[config.mk]
export PLATFORM = sky130hd
export DESIGN_NAME = scan_sequencer
export DESIGN_NICKNAME = d
export VERILOG_FILES = /design/src/rtl/scan_pkg.sv /design/src/rtl/scan_next_line.sv /design/src/rtl/scan_sequencer.sv
export SDC_FILE = /design/constraint.sdc
export NUM_CORES = 1
export LEC_CHECK = 0
export ABC_CLOCK_PERIOD_IN_PS = 3400
export CAP_MARGIN = 10
export CELL_PAD_IN_SITES_DETAIL_PLACEMENT = 1
export CELL_PAD_IN_SITES_GLOBAL_PLACEMENT = 1
export CORE_MARGIN = 1
export CORE_UTILIZATION = 50
export DETAILED_ROUTE_END_ITERATION = 12
export DONT_BUFFER_PORTS = 1
export MAX_ROUTING_LAYER = met4
export PLACE_DENSITY_LB_ADDON = 0.1
export SYNTH_ARGS = -nofsm -noshare
export SYNTH_HDL_FRONTEND = slang
export SYNTH_SLANG_ARGS = --single-unit
[constraint.sdc]
create_clock -name clk -period 3.4 [get_ports clk]
set_input_delay 1.02 -clock clk [delete_from_list [all_inputs] [get_ports clk]]
set_output_delay 1.02 -clock clk [all_outputs]
set_load 0.01 [all_outputs]
[src/rtl/scan_pkg.sv]
// Shared types and constants for the scan sequencer.
package scan_pkg;

   localparam int NUM_LINES         = 16;
   localparam int BLANK_CYC_DEFAULT = 2;

   typedef enum logic [1:0] {
      IDLE   = 2'd0,
      BLANK  = 2'd1,
      ACTIVE = 2'd2
   } state_t;

endpackage

[src/rtl/scan_next_line.sv]
// Combinational priority search over the line mask: the lowest enabled line
// strictly above cur_idx, and the lowest enabled line overall.
module scan_next_line
   import scan_pkg::*;
(
   input  logic [3:0]           cur_idx,
   input  logic [NUM_LINES-1:0] mask,
   output logic [3:0]           next_idx,
   output logic                 has_next,
   output logic [3:0]           first_idx,
   output logic                 any_en
);

   // Scan from the top line down so the lowest qualifying line is written last.
   // The search never wraps: nothing lies above line 15.
   always_comb begin
      next_idx  = 4'd0;
      has_next  = 1'b0;
      first_idx = 4'd0;
      any_en    = 1'b0;
      for (int i = NUM_LINES - 1; i >= 0; i--) begin
         if (mask[i]) begin
            first_idx = 4'(i);
            any_en    = 1'b1;
            if (i > int'(cur_idx)) begin
               next_idx = 4'(i);
               has_next = 1'b1;
            end
         end
      end
   end

endmodule

[src/rtl/scan_sequencer.sv]
// Sequential driver for a 4-to-16 line decoder: steps sel through the enabled
// lines, blanking en while sel changes and holding each line for a dwell time.
// Optional feature macro: SCAN_SEQ_MASK_EN adds the line_mask port; without it
// the mask is tied to all-ones and the successor search folds to an increment.
//
// state  | meaning
// -------+---------------------------------------------------------------
// IDLE   | not scanning, sel = 0, en = 0; waits for start
// BLANK  | sel holds the chosen line, en = 0 for BLANK_CYC cycles
// ACTIVE | en = 1 for max(dwell, 1) cycles, then pick next line or stop
module scan_sequencer
   import scan_pkg::*;
#(
   parameter int DWELL_W   = 8,
   parameter int BLANK_CYC = BLANK_CYC_DEFAULT
) (
   input  logic               clk,
   input  logic               rst_n,
   input  logic               start,
   input  logic               stop,
   input  logic               mode,
   input  logic [DWELL_W-1:0] dwell,
`ifdef SCAN_SEQ_MASK_EN
   input  logic [NUM_LINES-1:0] line_mask,
`endif
   output logic [3:0]         sel,
   output logic               en,
   output logic               busy,
   output logic               line_strobe,
   output logic               frame_done
);

   localparam logic [3:0]         BLANK_LOAD = 4'(BLANK_CYC - 1);
   localparam logic [DWELL_W-1:0] DWELL_ONE  = DWELL_W'(1);

   state_t             state_q, state_d;
   logic [3:0]         sel_q, sel_d;
   logic               en_q, en_d;
   logic               busy_q, busy_d;
   logic               line_strobe_q, line_strobe_d;
   logic               frame_done_q, frame_done_d;
   logic               stop_q, stop_d;
   logic               mode_q, mode_d;
   logic [DWELL_W-1:0] dwell_cnt_q, dwell_cnt_d;
   logic [3:0]         blank_cnt_q, blank_cnt_d;

   logic [NUM_LINES-1:0] mask;
   logic [3:0]           next_idx, first_idx;
   logic                 has_next, any_en;
   logic                 stop_now;
   logic [DWELL_W-1:0]   dwell_eff;

`ifdef SCAN_SEQ_MASK_EN
   assign mask = line_mask;
`else
   assign mask = '1;
`endif

   scan_next_line u_next_line (
      .cur_idx   (sel_q),
      .mask      (mask),
      .next_idx  (next_idx),
      .has_next  (has_next),
      .first_idx (first_idx),
      .any_en    (any_en)
   );

   // A stop arriving in the final ACTIVE cycle still ends scanning after this line.
   assign stop_now  = stop_q | stop;
   assign dwell_eff = (dwell == '0) ? DWELL_ONE : dwell;

   // Next-state and registered-output logic.
   always_comb begin
      state_d       = state_q;
      sel_d         = sel_q;
      stop_d        = stop_q;
      mode_d        = mode_q;
      dwell_cnt_d   = dwell_cnt_q;
      blank_cnt_d   = blank_cnt_q;
      line_strobe_d = 1'b0;
      frame_done_d  = 1'b0;
      case (state_q)
         IDLE: begin
            stop_d = 1'b0;
            if (start && !stop && any_en) begin
               state_d     = BLANK;
               sel_d       = first_idx;
               mode_d      = mode;
               blank_cnt_d = BLANK_LOAD;
            end
         end
         BLANK: begin
            stop_d = stop_now;
            if (blank_cnt_q == 4'd0) begin
               state_d       = ACTIVE;
               dwell_cnt_d   = dwell_eff;
               line_strobe_d = 1'b1;
            end else begin
               blank_cnt_d = blank_cnt_q - 4'd1;
            end
         end
         ACTIVE: begin
            stop_d = stop_now;
            if (dwell_cnt_q <= DWELL_ONE) begin
               if (has_next && !stop_now) begin
                  state_d     = BLANK;
                  sel_d       = next_idx;
                  blank_cnt_d = BLANK_LOAD;
               end else begin
                  frame_done_d = !has_next;
                  if (!has_next && mode_q && !stop_now && any_en) begin
                     state_d     = BLANK;
                     sel_d       = first_idx;
                     blank_cnt_d = BLANK_LOAD;
                  end else begin
                     state_d = IDLE;
                     sel_d   = 4'd0;
                     stop_d  = 1'b0;
                  end
               end
            end else begin
               dwell_cnt_d = dwell_cnt_q - DWELL_ONE;
            end
         end
         default: begin
            state_d = IDLE;
            sel_d   = 4'd0;
            stop_d  = 1'b0;
         end
      endcase
      busy_d = (state_d != IDLE);
      en_d   = (state_d == ACTIVE);
   end

   // State and output registers with synchronous active-low reset.
   always_ff @(posedge clk) begin
      if (!rst_n) begin
         state_q       <= IDLE;
         sel_q         <= 4'd0;
         en_q          <= 1'b0;
         busy_q        <= 1'b0;
         line_strobe_q <= 1'b0;
         frame_done_q  <= 1'b0;
         stop_q        <= 1'b0;
         mode_q        <= 1'b0;
         dwell_cnt_q   <= '0;
         blank_cnt_q   <= 4'd0;
      end else begin
         state_q       <= state_d;
         sel_q         <= sel_d;
         en_q          <= en_d;
         busy_q        <= busy_d;
         line_strobe_q <= line_strobe_d;
         frame_done_q  <= frame_done_d;
         stop_q        <= stop_d;
         mode_q        <= mode_d;
         dwell_cnt_q   <= dwell_cnt_d;
         blank_cnt_q   <= blank_cnt_d;
      end
   end

   assign sel         = sel_q;
   assign en          = en_q;
   assign busy        = busy_q;
   assign line_strobe = line_strobe_q;
   assign frame_done  = frame_done_q;

endmodule
==> metrics.yaml <==
run_status:
  status: "complete, no violations"
global_routing:
  grt_usage: 0.280
  grt-ovfl-total: 0
  grt_pass1_wl_um: 6730
  antenna_found_initial: 0
  use_met1: 0.364
  grt_pass1_vias: 1438
  met3_usage: 0.0605
  grt-busiest-layer: "met2"
  grt_max_degree: 22
  grt_util_met2: 0.422
cells_and_area:
  final_layout_size_suffix_gt1_frac: 0.0526
  fillers: 344
  diodes: 0
  final_cell_mix: "dfxtp_1, nand2_1, a21oi_1, inv_1"
  finalNetCount: 193
  area_growth_pct: 2.49
  layout_commonest_cell: "dfxtp_1"
  final_cell_area_mm2: 0.00150
floorplan:
  die_area_mm2: 0.00314
  ios: 21
  fp.coreArea_mm2: 0.00276
  die_h_um: 56.0
  initial_core_util: 0.529
  rows: 19
  die_x_um: 56.0
placed_design:
  io_buffers: 0
  place_ws_ns: 0.837
  gp_congestion: 0.822
  hpwl_um: 2960
  post_dp_cell_area_mm2: 0.00146
worst_setup_path:
  cp_common_cell: "inv_1"
  cpLargestDelayFamily: "simple AND/OR/NAND/NOR gates"
  cp_max_fo: 21
  path_cells: "inv_1 > ha_1 > inv_1 > nor4_1 > a211oi_1 > o221a_2"
  slowest_delay_ns: 0.75
  crit_required_ns: 3.63
  cp_data_arrival_time_ns: 2.89
  critPathLaunchType: "flop"
  critPathBufInv: 2
  end_kind: "flop"
  startpoint: "state_q[0]"
  crit-reg2reg-launch: "state_q[0]"
  slowest_stage: "nor4_1"
  crit_type: "reg2reg"
clock_tree:
  cts_hold_buf: 0
  clk_latency_ns: 0.32
  cts_resized: 0
  cts_buffer_depth: 2
  cts.reportedPaths.clkPinSlew_ns: 0.14
  cts_buffers: 3
  post_cts_buffers: 0
  root_buffer: "clkbuf_4"
  clock-sinks: 24
  tritoncts: "built"
  cts_max_level: 1
timing:
  setup_violations: 0
  worstMarginPinSlew_ns: 0.763
  whs_ns: 0.496
  hold_viol: 0
  fin_ws_ns: 0.746
  slew_headroom: 0.487
  min_period_over_period: 0.781
  fin_worst_skew_ns: 0.00552
  fmax_mhz: 377
  rsz0062_at_grt: "false"
  drv_slew: 0
  fin_setup_tns_ns: 0
  period_minus_slack_ns: 2.65
yosys:
  ys_types: 48
  yosysSeqAreaShare: 0.329
  async_flop_share: 0
  synth_warnings: 0
  synthFlopType: "dfxtp_1"
  syn_nets: 198
  syn-mean-instance-area_um2: 8.24
  synth-edff-count: 0
  syn_area_mm2: 0.00146
  syn_inst: 177
  ys_ff_latch: 24
detailed_routing:
  remaining_drc_errors: 0
  routed_wl_um: 3980
  first_pass_iters: 4
  final_antenna_net_count: 0
  drt-initial-drc-count: 53
  wire_per_inst_um: 19.7
  vias: 1379
  viasPerCell: 6.83
pwr:
  vdd_ir_drop_max_uv: 341
  leakage_nw: 0.537
  powerDensity_mw_per_mm2: 577
run:
  maxCapViolations: 0
worst_hold_path:
  hp-start: "mode_q"
  hold_path.class: "reg2reg"
cell usage after synthesis, drive strengths merged (2+ instances only):
cell	n	area share
a211o	3	0.018
a211oi	3	0.015
a21oi	12	0.041
a31oi	2	0.0086
and3	2	0.0086
clkbuf	9	0.023
dfxtp	24	0.33
ha	8	0.069
inv	11	0.028
nand2	14	0.036
nand2b	4	0.017
nand3	2	0.0069
nand4	2	0.0086
nand4b	2	0.012
nor2	7	0.018
nor2b	2	0.0086
nor3	8	0.027
nor4	3	0.013
o211ai	2	0.010
o21ai	8	0.027
o221ai	4	0.024
o311ai	4	0.024
o31ai	5	0.026
o41ai	4	0.024
or3	6	0.029
or3b	3	0.018
or4	5	0.026
power by group:
| part | internal, mW | total, mW | switching, mW |
|---|---|---|---|
| logic | 0.127 | 0.349 | 0.222 |
| registers | 0.319 | 0.357 | 0.0373 |
| clock network | 0.0656 | 0.158 | 0.0924 |
kinds of logic (layout without fill, tap and decap cells):
| kind of cell | count (synthesis) | in the layout | share of synthesized area |
|---|---|---|---|
| buffers and inverters | 21 | 15 | 0.0549 |
| AO/OA/AOI/OAI | 57 | 57 | 0.277 |
| AND/OR/NAND/NOR | 66 | 66 | 0.263 |
| adder cells (fa/ha/maj) | 8 | 8 | 0.0686 |
| multiplexers | 1 | 1 | 0.00686 |
| flip-flops | 24 | 24 | 0.329 |
sequential cells by signal (all words and copies together), names as in the netlist:
signal and flops:
sel 4, stop_q 1, blank_cnt_q 4, state_q 2, frame_done 1, line_strobe 1
en 1, dwell_cnt_q 8, busy 1, mode_q 1
worst register-to-register path, cell delays in order, from the launching register on:
cell and delay (ns):
dfxtp_1 0.37, inv_1 0.09, ha_1 0.60, inv_1 0.36, nor4_1 0.75, a211oi_1 0.09, o221a_2 0.30
cell type report:
cell class              count  area (um^2)  area share
inverters                  11         41.3      0.0276
flip-flops and latches     24          480       0.321
well taps                  31         38.8      0.0259
clock buffers               4         36.3      0.0243
multi-input cells         132          898       0.601
path summary, 6_finish.rpt:
check / end / slack (ns) / cells after the start
max: dwell_cnt_q[3] / 0.75 / 6
min reg2reg: mode_q / 0.50 / 2
max reg2reg: dwell_cnt_q[3] / 0.75 / 6
min: mode_q / 0.50 / 2
routing by layer:
layer  wire [um]  share of wire
met1        1850           0.46
met2        1850           0.46
met3         226          0.057
met4          58          0.015
met5           0              0
through the flow:
stage / total power, mW / utilization / std cells
floorplan: 0.620 / - / 177
CTS: 0.860 / 0.542 / 202
finish: 0.863 / 0.542 / 202
global placement: 0.687 / 0.529 / 198
global route: 0.921 / 0.542 / 202
detailed placement: 0.703 / 0.529 / 198
Note: power is estimated with default switching activity, not from simulation.
